--- src/rtl/qspi_rx_fifo.sv ---
// Receive FIFO between the QSPI read path and the host: show-ahead ring buffer with
// byte-order selection, level threshold, sticky overflow/underflow flags and flush.
module qspi_rx_fifo #(
    parameter int unsigned DEPTH = 16,
    localparam int unsigned AW = $clog2(DEPTH)
) (
    input  logic          clk,
    input  logic          reset,
    input  logic          flush,
    input  logic          wr_en,
    input  logic [31:0]   wr_data,
    output logic          full,
    input  logic          byte_swap,
    input  logic          rd_en,
    output logic [31:0]   rd_data,
    output logic          empty,
    output logic [AW:0]   level,
    input  logic [AW:0]   thresh,
    output logic          thresh_hit,
    output logic          overflow,
    input  logic          clr_err,
    output logic          underflow
);

    logic [31:0]   mem_q [DEPTH];
    logic [AW-1:0] wr_ptr_q, wr_ptr_d;
    logic [AW-1:0] rd_ptr_q, rd_ptr_d;
    logic [AW:0]   level_q, level_d;
    logic          ovf_q, ovf_d;
    logic          udf_q, udf_d;
    logic          wa, ra;
    logic [31:0]   wdata_sw;

    assign full       = (level_q == (AW + 1)'(DEPTH));
    assign empty      = (level_q == '0);
    assign level      = level_q;
    assign rd_data    = empty ? 32'h0 : mem_q[rd_ptr_q];
    assign thresh_hit = (thresh != '0) && (level_q >= thresh);
    assign overflow   = ovf_q;
    assign underflow  = udf_q;

    // A pop while full frees the slot the same cycle, so the write may proceed.
    assign wa = wr_en & (~full | rd_en);
    assign ra = rd_en & ~empty;

    assign wdata_sw = byte_swap ? {wr_data[7:0], wr_data[15:8], wr_data[23:16], wr_data[31:24]}
                                : wr_data;

    always_comb begin
        wr_ptr_d = wr_ptr_q;
        rd_ptr_d = rd_ptr_q;
        level_d  = level_q;
        ovf_d    = clr_err ? 1'b0 : ovf_q;
        udf_d    = clr_err ? 1'b0 : udf_q;
        if (flush) begin
            wr_ptr_d = '0;
            rd_ptr_d = '0;
            level_d  = '0;
        end else begin
            if (wa) wr_ptr_d = wr_ptr_q + AW'(1);
            if (ra) rd_ptr_d = rd_ptr_q + AW'(1);
            unique case ({wa, ra})
                2'b10:   level_d = level_q + (AW + 1)'(1);
                2'b01:   level_d = level_q - (AW + 1)'(1);
                default: level_d = level_q;
            endcase
            // New error events take precedence over clr_err.
            if (wr_en && full && !rd_en) ovf_d = 1'b1;
            if (rd_en && empty)          udf_d = 1'b1;
        end
    end

    always_ff @(posedge clk) begin
        if (reset) begin
            wr_ptr_q <= '0;
            rd_ptr_q <= '0;
            level_q  <= '0;
            ovf_q    <= 1'b0;
            udf_q    <= 1'b0;
        end else begin
            wr_ptr_q <= wr_ptr_d;
            rd_ptr_q <= rd_ptr_d;
            level_q  <= level_d;
            ovf_q    <= ovf_d;
            udf_q    <= udf_d;
        end
    end

    always_ff @(posedge clk) begin
        if (!reset && !flush && wa) mem_q[wr_ptr_q] <= wdata_sw;
    end

endmodule

--- config.mk ---
export PLATFORM = sky130hd
export DESIGN_NAME = qspi_rx_fifo
export DESIGN_NICKNAME = d
export VERILOG_FILES = /design/src/rtl/qspi_rx_fifo.sv
export SDC_FILE = /design/constraint.sdc
export NUM_CORES = 1
export LEC_CHECK = 0
export CAP_MARGIN = 0
export CORE_ASPECT_RATIO = 1.1
export CORE_MARGIN = 4
export CORE_UTILIZATION = 65
export CTS_CLUSTER_DIAMETER = 40
export DETAILED_ROUTE_END_ITERATION = 16
export GPL_ROUTABILITY_DRIVEN = 0
export PLACE_DENSITY = 0.91
export SYNTH_ARGS = -nofsm -noshare
export SYNTH_HDL_FRONTEND = slang
export SYNTH_SLANG_ARGS = --single-unit
--- constraint.sdc ---
create_clock -name clk -period 10.64 [get_ports clk]
set_clock_uncertainty 0.1 [all_clocks]
set_input_delay 1.064 -clock clk [delete_from_list [all_inputs] [get_ports clk]]
set_output_delay 1.064 -clock clk [all_outputs]
set_load 0.02 [all_outputs]
### Yosys cells after proc, flatten, opt, wreduce, memory -nomap -nowiden

Memory sizes are Yosys's and may differ from the RTL's. A register that Yosys moved wholly into a read port is not among the register bits.
Index checks and enable logic that the tools add are counted.

* $add $sub $neg: 4
* $lt $le $gt $ge: 1
* equal/unequal tests: 3
* multiplexer cells: 13
* bitwise logic cells: 5
* reductions and logical operators: 13

Operator list (count)
* $mux 32: 2
* $pmux 5 s2: 1
* $add 4x1->4 const B: 2
* $mux 1: 8
* $mux 4: 2
* $logic_and 1x1->1: 6
* $add 5x1->5 const B: 1
* $eq 5x5->1 const B: 1
* $ge 5x5->1: 1
* $logic_not 5->1: 1
* $reduce_bool 5->1: 1
* $sub 5x1->5 const B: 1
* $logic_not 1->1: 3
* $and 1x1->1: 2
* $eq 2x1->1 const B: 1
* $eq 2x2->1 const B: 1
* $not 1->1: 2
* $reduce_bool 2->1: 1
* $reduce_or 2->1: 1
* $or 1x1->1: 1

* register bits: 15
* RAM bits: 512
* input bits: 44
* output and inout port bits: 42
* logic and storage cells: 45
* memories: 1

Memory list
* mem_q: words 16, width 32, rd ports 1, clocked after Yosys merged registers in 1, write ports 1, RTL line 25 `logic [31:0] mem_q [DEPTH];`

### Longest topological paths before layout

* depth after elaboration: 7
* depth in mapped cells: 11
* gate-level depth less buffers: 10

### Least setup slack after synthesis

No wires, ideal clock.

* path kind: input to register
* from: input port flush
* to: memory mem_q[15][0], enable pin
* setup time: 0.461 ns
* arrival: 3.858 ns
* required time: 10.079 ns
* path slack: 6.221 ns
* stages: 3
* path buffers: 0
* cell sequence: nor2_1 -> nand2_1 -> nor3_1

* longest elaborated chain between the ends: 5

RTL lines
* start: declaration: RTL line 9 `input logic flush,`
* $logic_not 1->1: RTL line 90 `if (!reset && !flush && wa) mem_q[wr_ptr_q] <= wdata_sw;`
* $logic_and 1x1->1 (2 in series): RTL line 90
* $mux 1: RTL line 90
* $mux 1 (implied by the code): RTL line 90
* end: declaration: RTL line 25

No other way between the ends.

==> impl_results.md <==
* Synth cell count leaders: edfxtp_1, mux4_2, mux2_2
* Peak Freq at 0.183 GHz
* Critical register-to-register path endpoint: level[4]
* Simple-gate share of the synthesized area at 2.52%
* Status: finished clean
* P per Cell Area at 180 mW/mm^2
* Critical hold path startpoint: underflow
* HP Class: flip-flop to flip-flop
* TritonCTS clock tree: built
* Yosys cell types at 39
* Input/output buffers at 85
* R2R depth at 10
* Pins Over Slew Limit at 0
* Most common cell in the synthesized netlist: edfxtp_1
* Post-CTS Hold Buffers at 0
* Die Wd at 179 um
* Flop and latch count out of synthesis at 531
* Layout Nets at 1118
* Hold Vio Cnt, Final at 0
* Initial DRC Count at 1405
* Vias in the first global route at 11000
* DR vias/cell at 7.00
* Post-layout min period at 5.47 ns
* Post-synthesis mux area share at 17.4%
* P_leak at 7.43 nW
* Core ar. at 0.0316 mm^2
* Hpwl dp at 24.8 mm
* Setup crit end kind: output pin
* Syn Area/Cell at 22.0 um^2
* Comb power frac at 4.3%
* Routed WL at 50.6 mm
* Routed WL per cell at 33.3 um
* FF+latch area at 0.0158 mm^2
* Combinational family with the most area after synthesis: multiplexers
* Register area share after synthesis at 75.1%
* Top cell type's share of synthesized area at 73.3%
* Slew @ Worst Pin at 1.25 ns
* Worst hold margin at 0.379 ns
* Max FO, Critical Path at 39
* I/O Pins at 86
* Main flop type after synthesis: edfxtp_1
* Critical path's top delay family: buffers and inverters
* Postcts setup bufs at 0
* Area contributors post-synth: edfxtp_1, mux4_2, mux2_2, dfxtp_1, a221o_1
* Initial Util at 66.4%
* Cell mode on critical path: buf_4
* Cell Area, Synth at 0.0210 mm^2
* Crit Path Class: flip-flop to output pin
* Rows at 68
* Clk sinks at 531
* Post-layout util at 75.8%
* CP required at 9.48 ns
* Synthesis Warnings at 0
* Longest individual stage delay on the worst path at 0.74 ns
* Unrepaired setup endpoints after global routing: no
* Clk slew on worst S/H paths at 0.06 ns
* Largest net degree at the start of global routing at 98
* Routed Antenna Nets at 0
* Num CTS Buffers at 52
* Root buffer cell: clkbuf_16
* Post-CTS resize count at 0
* Post-synthesis cell count at 954
* DRC Markers at 0
* Sequential share of power at 53.7%
* Post-synth top area cell: edfxtp_1
* DR pass1 iterations at 5
* Worst-skew pair later-pin latency at 0.57 ns
* GRT overflow at 0
* Layout cells sized above 1 at 28.4%
* Worst Setup Start Kind: flip-flop
* Fillers at 1596
* Hold Path Sink: underflow
* Die area at 0.0352 mm^2
* CP bufs+invs at 3
* RR Startpoint: level[1]
* Post-synth EDFFs at 512
* Chip height at 196 um
* Power Internal at 3.42 mW
* P&R area growth vs syn at 14.1%
* Setup TNS at 0 ns
* Clock network fraction of total power at 42.0%
* Arrival @ worst endpoint at 4.31 ns
* Sw Share at 20.8%
* Syn_nets at 1013
* Total GRT Usage at 29.7%
* Initial antenna violation count at 0
* Hold Path Stages at 1
* Max_cap viols at 0
* # diodes at 0
* CP cell instances: buf_4, buf_4, mux4_2, nor2b_1, a221o_1, clkdlybuf4s50_1
* Compound-gate portion of the synthesized area at 2.28%
* CP max-delay cell: buf_4
* Global-route wire length before repair at 74.7 mm
* Post-Synth Adder-Cell Area at 0.931%
* H-tree levels at 2
* Slew margin rel. at 16.7%
* Switch Pwr at 0.900 mW
* Peak supply drop at 0.152 mV
* Post-Synth XOR/XNOR Area at 0.209%
* Final setup fails at 0
* Crit share post-route at 51.4%
* Vias at 10600
* Ys async rst share at 0%
* Worst R2R Setup Slack at 7.16 ns
* Area occupied by multi-input gates at 0.00494 mm^2
* CTS Buffer Depth at 3
==> registers in the layout (all words and copies together) (netlist names), named ones only <==
| name | count |
|---|---|
| mem_q | 512 |
| level | 5 |
| rd_ptr_q | 4 |
| wr_ptr_q | 4 |
| overflow | 1 |
| underflow | 1 |
==> area by class of cell <==
cell class                 count  share of cell area (%)
inverter                      13                   0.204
multi-input combinational    361                    20.6
timing repair buffer         100                    4.06
clock buffer                  62                    5.81
clock inverter                34                    1.22
sequential                   531                    65.9
tap                          420                    2.20
==> stage by stage <==
| stage | std cells | power [mW] | area (um^2) | worst slack [ns] |
|---|---|---|---|---|
| 6_report | 1521 | 4.32 | 23900 | 5.17 |
| 5_1_grt | 1521 | 4.43 | 23900 | 4.90 |
| 4_1_cts | 1521 | 4.32 | 23900 | 5.09 |
| 3_5_place_dp | 1425 | 2.55 | 22200 | 5.70 |
| 3_3_place_gp | 1425 | 2.54 | 22200 | 5.79 |
| 2_1_floorplan | 954 | 2.47 | 21000 | 6.22 |
==> metal layers <==
metal | vias up | global-route usage (%) | share of wire (%) | routed length [um]
met5 | - | 0 | 0 | 0
met4 | 0 | 11.0 | 4.1 | 2090
met1 | 5502 | 39.7 | 34 | 17200
met3 | 147 | 5.08 | 9.4 | 4740
li1 | 4216 | - | - | -
met2 | 781 | 50.3 | 53 | 26600
==> logic make-up after synthesis <==
logic type	after synthesis
compound gates	51
xor+xnor	5
fa+ha+maj	15
buf+inv	62
flops	531
mux	196
simple gates	94
==> cell usage in the layout (no fill, tap or decap), types with 5 or more instances in the layout <==
cell type          n
clkdlybuf4s50_1   84
inv_1             13
dfxtp_1           16
ha_1              14
mux2_2            64
a221o_1           32
nor2_1            22
a21oi_1            6
clkbuf_1           6
clkbuf_16         53
clkinv_2           7
mux4_2           128
nand2_1            5
clkinv_1          12
clkinvlp_4         5
nand3_1            5
and3_2            12
buf_4             14
nor2b_1           32
edfxtp_1         512
==> worst max path at each step <==
stage / startpoint / end / slack [ns] / cells past startpoint
floorplan: flush / mem_q[15][0] / 6.22 / 3
global placement: flip-flop / rd_data[10] / 5.79 / 6
detailed placement: flip-flop / rd_data[10] / 5.70 / 6
CTS: flip-flop / rd_data[11] / 5.09 / 6
global route: flip-flop / rd_data[11] / 4.90 / 6
finish: flip-flop / rd_data[10] / 5.17 / 6
==> power by group through the flow <==
stage	Combinational (mW)	Sequential, mW	Clock (mW)
final	0.188	2.32	1.81
after global routing	0.198	2.32	1.92
after CTS	0.186	2.32	1.82
after detailed placement	0.183	2.36	0
after global placement	0.174	2.36	0
after floorplan	0.105	2.36	0
==> worst reg2reg max path: stages, from the launching register on <==
cell and delay [ns]:
dfxtp_1 0.38, or4_1 0.76, o31a_4 0.46, inv_1 0.14, ha_1 0.27, inv_1 0.10, fa_1 0.42, nand2b_1 0.17
a21oi_1 0.18, mux2i_1 0.24, mux2i_1 0.20
No activity file was read; power rests on OpenSTA's default activity.
